File: src/rtl/cache_profiler_sequencer.sv
// Window controller for the cache profiler: runs the counters for a programmed
// number of cycles, snapshots them into a shadow bank and streams them out.
module cache_profiler_sequencer #(
  parameter int NUM_CNT = 8,
  parameter int CW      = 32
) (
  input  logic                  clk,
  input  logic                  rst,
  input  logic                  start,
  input  logic                  stop,
  input  logic                  continuous,
  input  logic [CW-1:0]         window_cycles,
  input  logic [NUM_CNT*CW-1:0] cnt_in,
  output logic                  prof_enable,
  output logic                  out_valid,
  input  logic                  out_ready,
  output logic [CW-1:0]         out_data,
  output logic [3:0]            out_index,
  output logic                  out_last,
  output logic [15:0]           out_window,
  output logic                  busy
);

  localparam logic [3:0] LAST_IDX = 4'(NUM_CNT);

  typedef enum logic [2:0] {IDLE, CLEAR, RUN, SNAP, DRAIN} state_t;

  state_t               state_reg;
  logic [CW-1:0]        len_reg;
  logic [CW-1:0]        remaining_reg;
  logic [CW-1:0]        elapsed_reg;
  logic                 cont_reg;
  logic                 stop_pend_reg;
  logic [3:0]           idx_reg;
  logic [15:0]          win_id_reg;
  logic [CW-1:0]        shadow_reg [0:NUM_CNT];
  logic [NUM_CNT:0][CW-1:0] snap_words;

  // Word NUM_CNT of the snapshot is the elapsed-cycle count.
  assign snap_words = {elapsed_reg, cnt_in};

  always_ff @(posedge clk) begin
    if (rst) begin
      state_reg     <= IDLE;
      len_reg       <= '0;
      remaining_reg <= '0;
      elapsed_reg   <= '0;
      cont_reg      <= 1'b0;
      stop_pend_reg <= 1'b0;
      idx_reg       <= '0;
      win_id_reg    <= '0;
      for (int i = 0; i <= NUM_CNT; i++) shadow_reg[i] <= '0;
    end else begin
      case (state_reg)
        IDLE: begin
          if (start) begin
            len_reg       <= (window_cycles == '0) ? CW'(1) : window_cycles;
            remaining_reg <= (window_cycles == '0) ? CW'(1) : window_cycles;
            cont_reg      <= continuous;
            stop_pend_reg <= 1'b0;
            state_reg     <= CLEAR;
          end
        end
        CLEAR: begin
          remaining_reg <= len_reg;
          elapsed_reg   <= '0;
          state_reg     <= RUN;
        end
        RUN: begin
          remaining_reg <= remaining_reg - CW'(1);
          if (elapsed_reg != '1) elapsed_reg <= elapsed_reg + CW'(1);
          if (stop) begin
            stop_pend_reg <= 1'b1;
            state_reg     <= SNAP;
          end else if (remaining_reg == CW'(1)) begin
            state_reg <= SNAP;
          end
        end
        SNAP: begin
          // The profiler clears on this edge; cnt_in still holds the window totals.
          for (int i = 0; i <= NUM_CNT; i++) shadow_reg[i] <= snap_words[i];
          win_id_reg <= win_id_reg + 16'd1;
          idx_reg    <= '0;
          if (stop) stop_pend_reg <= 1'b1;
          state_reg  <= DRAIN;
        end
        DRAIN: begin
          if (stop) stop_pend_reg <= 1'b1;
          if (out_ready) begin
            if (idx_reg == LAST_IDX) begin
              idx_reg   <= '0;
              state_reg <= (cont_reg && !stop_pend_reg && !stop) ? CLEAR : IDLE;
            end else begin
              idx_reg <= idx_reg + 4'd1;
            end
          end
        end
        default: state_reg <= IDLE;
      endcase
    end
  end

  assign prof_enable = (state_reg == RUN);
  assign out_valid   = (state_reg == DRAIN);
  assign busy        = (state_reg != IDLE);
  assign out_data    = shadow_reg[idx_reg];
  assign out_index   = idx_reg;
  assign out_last    = out_valid && (idx_reg == LAST_IDX);
  assign out_window  = win_id_reg;

endmodule

File: config.mk
export PLATFORM = sky130hd
export DESIGN_NAME = cache_profiler_sequencer
export DESIGN_NICKNAME = d
export VERILOG_FILES = /design/src/rtl/cache_profiler_sequencer.sv
export SDC_FILE = /design/constraint.sdc
export NUM_CORES = 1
export LEC_CHECK = 0
export CAP_MARGIN = 20
export CELL_PAD_IN_SITES_DETAIL_PLACEMENT = 1
export CELL_PAD_IN_SITES_GLOBAL_PLACEMENT = 1
export CORE_MARGIN = 1
export CORE_UTILIZATION = 42
export CTS_BUF_LIST = sky130_fd_sc_hd__clkbuf_8 sky130_fd_sc_hd__clkbuf_16
export DETAILED_ROUTE_END_ITERATION = 16
export PLACE_DENSITY = 0.81
export SLEW_MARGIN = 20
export SYNTH_ARGS = -nofsm -noshare
export SYNTH_HDL_FRONTEND = slang
export SYNTH_SLANG_ARGS = --single-unit
File: constraint.sdc
create_clock -name clk -period 11.4 [get_ports clk]
set_input_delay 1.71 -clock clk [delete_from_list [all_inputs] [get_ports clk]]
set_output_delay 1.71 -clock clk [all_outputs]
set_load 0.01 [all_outputs]
Yosys cells after proc, flatten, opt, wreduce, memory -nomap -nowiden
Memory sizes are Yosys's and may differ from the RTL's. A register that Yosys moved wholly into a read port is not among the register bits.
Cells that the tools add are included.
{"block": "totals", "ff_bits": 121, "ramBits": 288, "in_bits": 294, "output_inout_bits": 56, "wordCells": 88, "mem_count": 1}
{"block": "op_classes", "add_sub_neg": 4, "n_eq_ne": 13, "muxes": 34, "bitwise_logic": 9, "reduce_logical": 19}
{"memory": "shadow_reg", "depth": 9, "width": 32, "read_ports": 1, "rd_ports_with_merged_regs": 1, "write_ports": 9, "line": "36", "source": "logic [CW-1:0] shadow_reg [0:NUM_CNT];"}
{"op": "two-way mux 32 bit", "n": 12}
{"op": "case mux 32 bit (3 select lines)", "n": 1}
{"op": "case mux 32 bit (2 select lines)", "n": 1}
{"op": "adder 32 x 1 -> 32 bit (second input constant)", "n": 1}
{"op": "== test 32 x 1 -> 1 bit (second input constant)", "n": 1}
{"op": "logical NOT 32 bit", "n": 1}
{"op": "inequality test 32 bit (second input constant)", "n": 1}
{"op": "subtractor 32 x 1 -> 32 bit (second input constant)", "n": 1}
{"op": "adder 16 x 1 -> 16 bit (second input constant)", "n": 1}
{"op": "two-way mux 4 bit", "n": 4}
{"op": "two-way mux 3 bit", "n": 5}
{"op": "case mux 3 bit (5 select lines)", "n": 1}
{"op": "OR 1 bit", "n": 9}
{"op": "two-way mux 1 bit", "n": 8}
{"op": "inequality test 2 x 1 -> 1 bit (second input constant)", "n": 4}
{"op": "case mux 4 bit (2 select lines)", "n": 1}
{"op": "AND reduction 2 bit", "n": 4}
{"op": "== test 3 x 2 -> 1 bit (second input constant)", "n": 2}
{"op": "nonzero test 2 bit", "n": 3}
{"op": "nonzero test 3 bit", "n": 2}
{"op": "adder 4 x 1 -> 4 bit (second input constant)", "n": 1}
{"op": "== test 4 bit (second input constant)", "n": 1}
{"op": "AND reduction 4 bit", "n": 1}
{"op": "== test 3 x 1 -> 1 bit (second input constant)", "n": 1}
{"op": "other kinds (9)", "n": 12}

Depth between registers and ports, before layout
{"block": "logic_depth", "word_depth": 7, "mapped_depth": 10, "ltp_nobuf": 7}

Worst setup path after synthesis
No wires, ideal clock.
{"block": "synth_timing", "kind": "input to register", "from": "input port rst", "to": "memory shadow_reg[0][0], enable pin", "setup_ns": 2.177, "t_arrival_ns": 6.697, "required_time_ns": 9.223, "setup_slack_ns": 2.526, "cell_stages": 3, "cell_sequence": "inv_1 > clkbuf_1 > nand2_1"}
{"element": "from (decl)", "line": "8", "source": "input logic rst,"}
{"element": "to (decl)", "line": "36"}

==> results.py <==
metrics = {
    "status": {
        "status": "complete, no violations",
    },
    "synth": {
        "synth_cell_types": 70,
        "ys_seq_elements": 413,
        "ys_seq_area_share_pct": 58.8,
        "yosys_warnings": 0,
        "netlist_area_um2": 19000,
        "synth_nets": 1895,
        "synthTopCellsByCount": "288 x and2_1, 288 x edfxtp_1, 144 x nand2_1",
        "synth_edf_count": 288,
        "synth_async_sr_flop_share_pct": 0,
        "syn_inst": 1595,
        "synth_top_cell_by_area": "edfxtp_1",
        "synth_flop_cell": "edfxtp_1",
        "avgSynthCellArea_um2": 11.9,
        "synth_area_leaders": "edfxtp_1 46%, dfxtp_1 13%, and2_1 9.5%, mux4_2 7.6%, nand2_1 2.8%",
        "synth.top_cell.area_share_pct": 45.6,
    },
    "worst_setup_path": {
        "path_class": "flip-flop to primary output",
        "start_kind": "flip-flop",
        "path_max_fanout": 40,
        "cp-end-kind": "primary output",
        "r2r_start": "state_reg[2]",
        "required_ns": 9.69,
        "cp.arrival_ns": 3.62,
    },
    "sta": {
        "slew_headroom_pct": 25.1,
        "setup_ws_ns": 6.07,
        "max_clock_freq_mhz": 188,
        "whs_ns": 0.456,
        "min_period_over_period_pct": 46.7,
        "worst_slew_pin_slew_ns": 1.12,
        "rsz0062_at_grt": "no",
        "setup_viol": 0,
        "slew_violations": 0,
        "fin_skew_ns": 0.0219,
        "timing.final.hold_violations": 0,
        "fin_setup_tns_ns": 0,
        "fin_crit_ns": 5.33,
    },
    "clock_network": {
        "htree_levels": 2,
        "cts_hold_repair.buffers": 0,
        "clock_latency_ns": 0.58,
        "cts_root_buffer": "clkbuf_16",
        "cts_setup_buffers": 0,
        "path_clk_slew_ns": 0.06,
        "cts_buffer_depth": 3,
        "cts_made_buffers": 46,
        "clock_sinks": 413,
        "cts_resized": 0,
        "cts_tree": "yes",
    },
    "drt": {
        "wl_per_cell_um": 23.3,
        "drc": 0,
        "via_per_inst": 5.62,
        "vias": 14200,
        "firstDrtPassIters": 5,
        "first_iter_violations": 1158,
        "routed_wl_mm": 59.1,
        "route.antenna.remaining_nets": 0,
    },
    "global_route": {
        "grt_use_total_pct": 25.6,
        "grt_pass1_vias": 14700,
        "grt_pass1_wl_mm": 90.1,
        "antenna_found_initial": 15,
        "grt_max_degree": 288,
        "grt.overflow.total": 0,
    },
    "floorplanning": {
        "fp.dieH_um": 215,
        "core_um2": 44400,
        "num_rows": 77,
        "chipWidth_um": 215,
        "boundaryPins": 350,
        "initial_core_util_pct": 42.7,
        "dieArea_um2": 46000,
    },
    "placement": {
        "dp_slack_ns": 6.62,
        "hpwl_mm": 39.2,
        "post-place-cells": 2442,
        "globalplace.congestion": 0.888,
        "port_buffers": 349,
    },
    "worst_hold_path": {
        "hold_start": "len_reg[21]",
        "hp-class": "flip-flop to flip-flop",
    },
    "final_layout": {
        "final_cells": 2534,
        "area.growth.synth_to_final_pct": 29.0,
        "largest_reg_flops": 288,
        "layout.nets": 2198,
        "final_layout_size_suffix_gt1_share_pct": 9.30,
    },
    "run": {
        "cap_violations": 0,
    },
    "power_and_ir_drop": {
        "pwr_density_cell_nw_per_um2": 149,
        "peakVddDrop_mv": 0.0984,
        "p_leak_uw": 0.00854,
    },
}
## per-layer routing
metal  track usage, %  up-vias  wire [um]
met3             5.60       87       3780
met4             7.81       16       1300
met5                0        -         92
met1             32.7     7175      24600
li1                 -     6484          -
met2             43.3      470      29300
## final timing paths
kind	to	cells past startpoint	slack (ns)
setup reg to reg	elapsed_reg[7]	6	7.65
hold / removal	len_reg[21]	2	0.46
setup / recovery	out_data[20]	5	6.07
hold reg to reg	len_reg[21]	2	0.46
## cells by family after synthesis
| logic type | Yosys count | synth area share [%] |
|---|---|---|
| xor+xnor | 18 | 0.831 |
| mux | 101 | 9.56 |
| buf+inv | 128 | 2.64 |
| simple gates | 667 | 19.3 |
| compound gates | 262 | 8.46 |
| flops | 413 | 58.8 |
| fa+ha+maj | 6 | 0.396 |
## cells in the final DEF, fill, tap and decap left out, types with 8 or more instances in the layout
master,instances
xor2_1,9
clkbuf_8,8
and2_1,288
a221o_1,8
nand3_1,21
clkbuf_16,47
nand4_1,24
mux4_2,64
a31oi_1,9
clkinv_2,16
edfxtp_1,288
clkdlybuf4s50_1,348
or3_1,29
a21oi_1,95
nor3_1,20
dfxtp_1,121
nor4_1,26
nand2_1,142
xnor2_1,9
inv_1,28
buf_4,11
o21ai_0,73
nor2_1,63
and3_1,11
mux2i_1,36
## area by class of cell
type / count / area (um^2)
timing repair buffer: 362 / 3610
tap: 592 / 741
fill: 4574 / 19900
clock buffer: 55 / 1290
antenna: 7 / 17.5
clock inverter: 30 / 218
multi-input combinational: 1054 / 7350
inverter: 21 / 80.1
sequential: 413 / 11200
## where the power goes
group	total, uW	internal [uW]	switching, uW	leakage [uW]
combinational	438	203	235	0.00374
clock	1480	851	625	0.000794
sequential	1740	1690	51.7	0.00400
total	3650	2740	911	0.00854
## worst max-delay path, stage by stage (launching register included)
cell and delay [ns]:
dfxtp_4 0.68, buf_4 0.76, mux4_2 0.59, mux2i_1 0.25
o21ai_0 0.13, clkdlybuf4s50_1 0.55
## per-stage QoR
step | area (um^2) | utilization, % | total power [uW]
2_1_floorplan | 19000 | - | 2000
3_3_place_gp | 22900 | 51.7 | 2190
3_5_place_dp | 22900 | 51.7 | 2200
4_1_cts | 24400 | 55.0 | 3690
5_1_grt | 24500 | 55.1 | 3780
6_report | 24500 | 55.1 | 3650
Power figures use the tool's default switching activity.
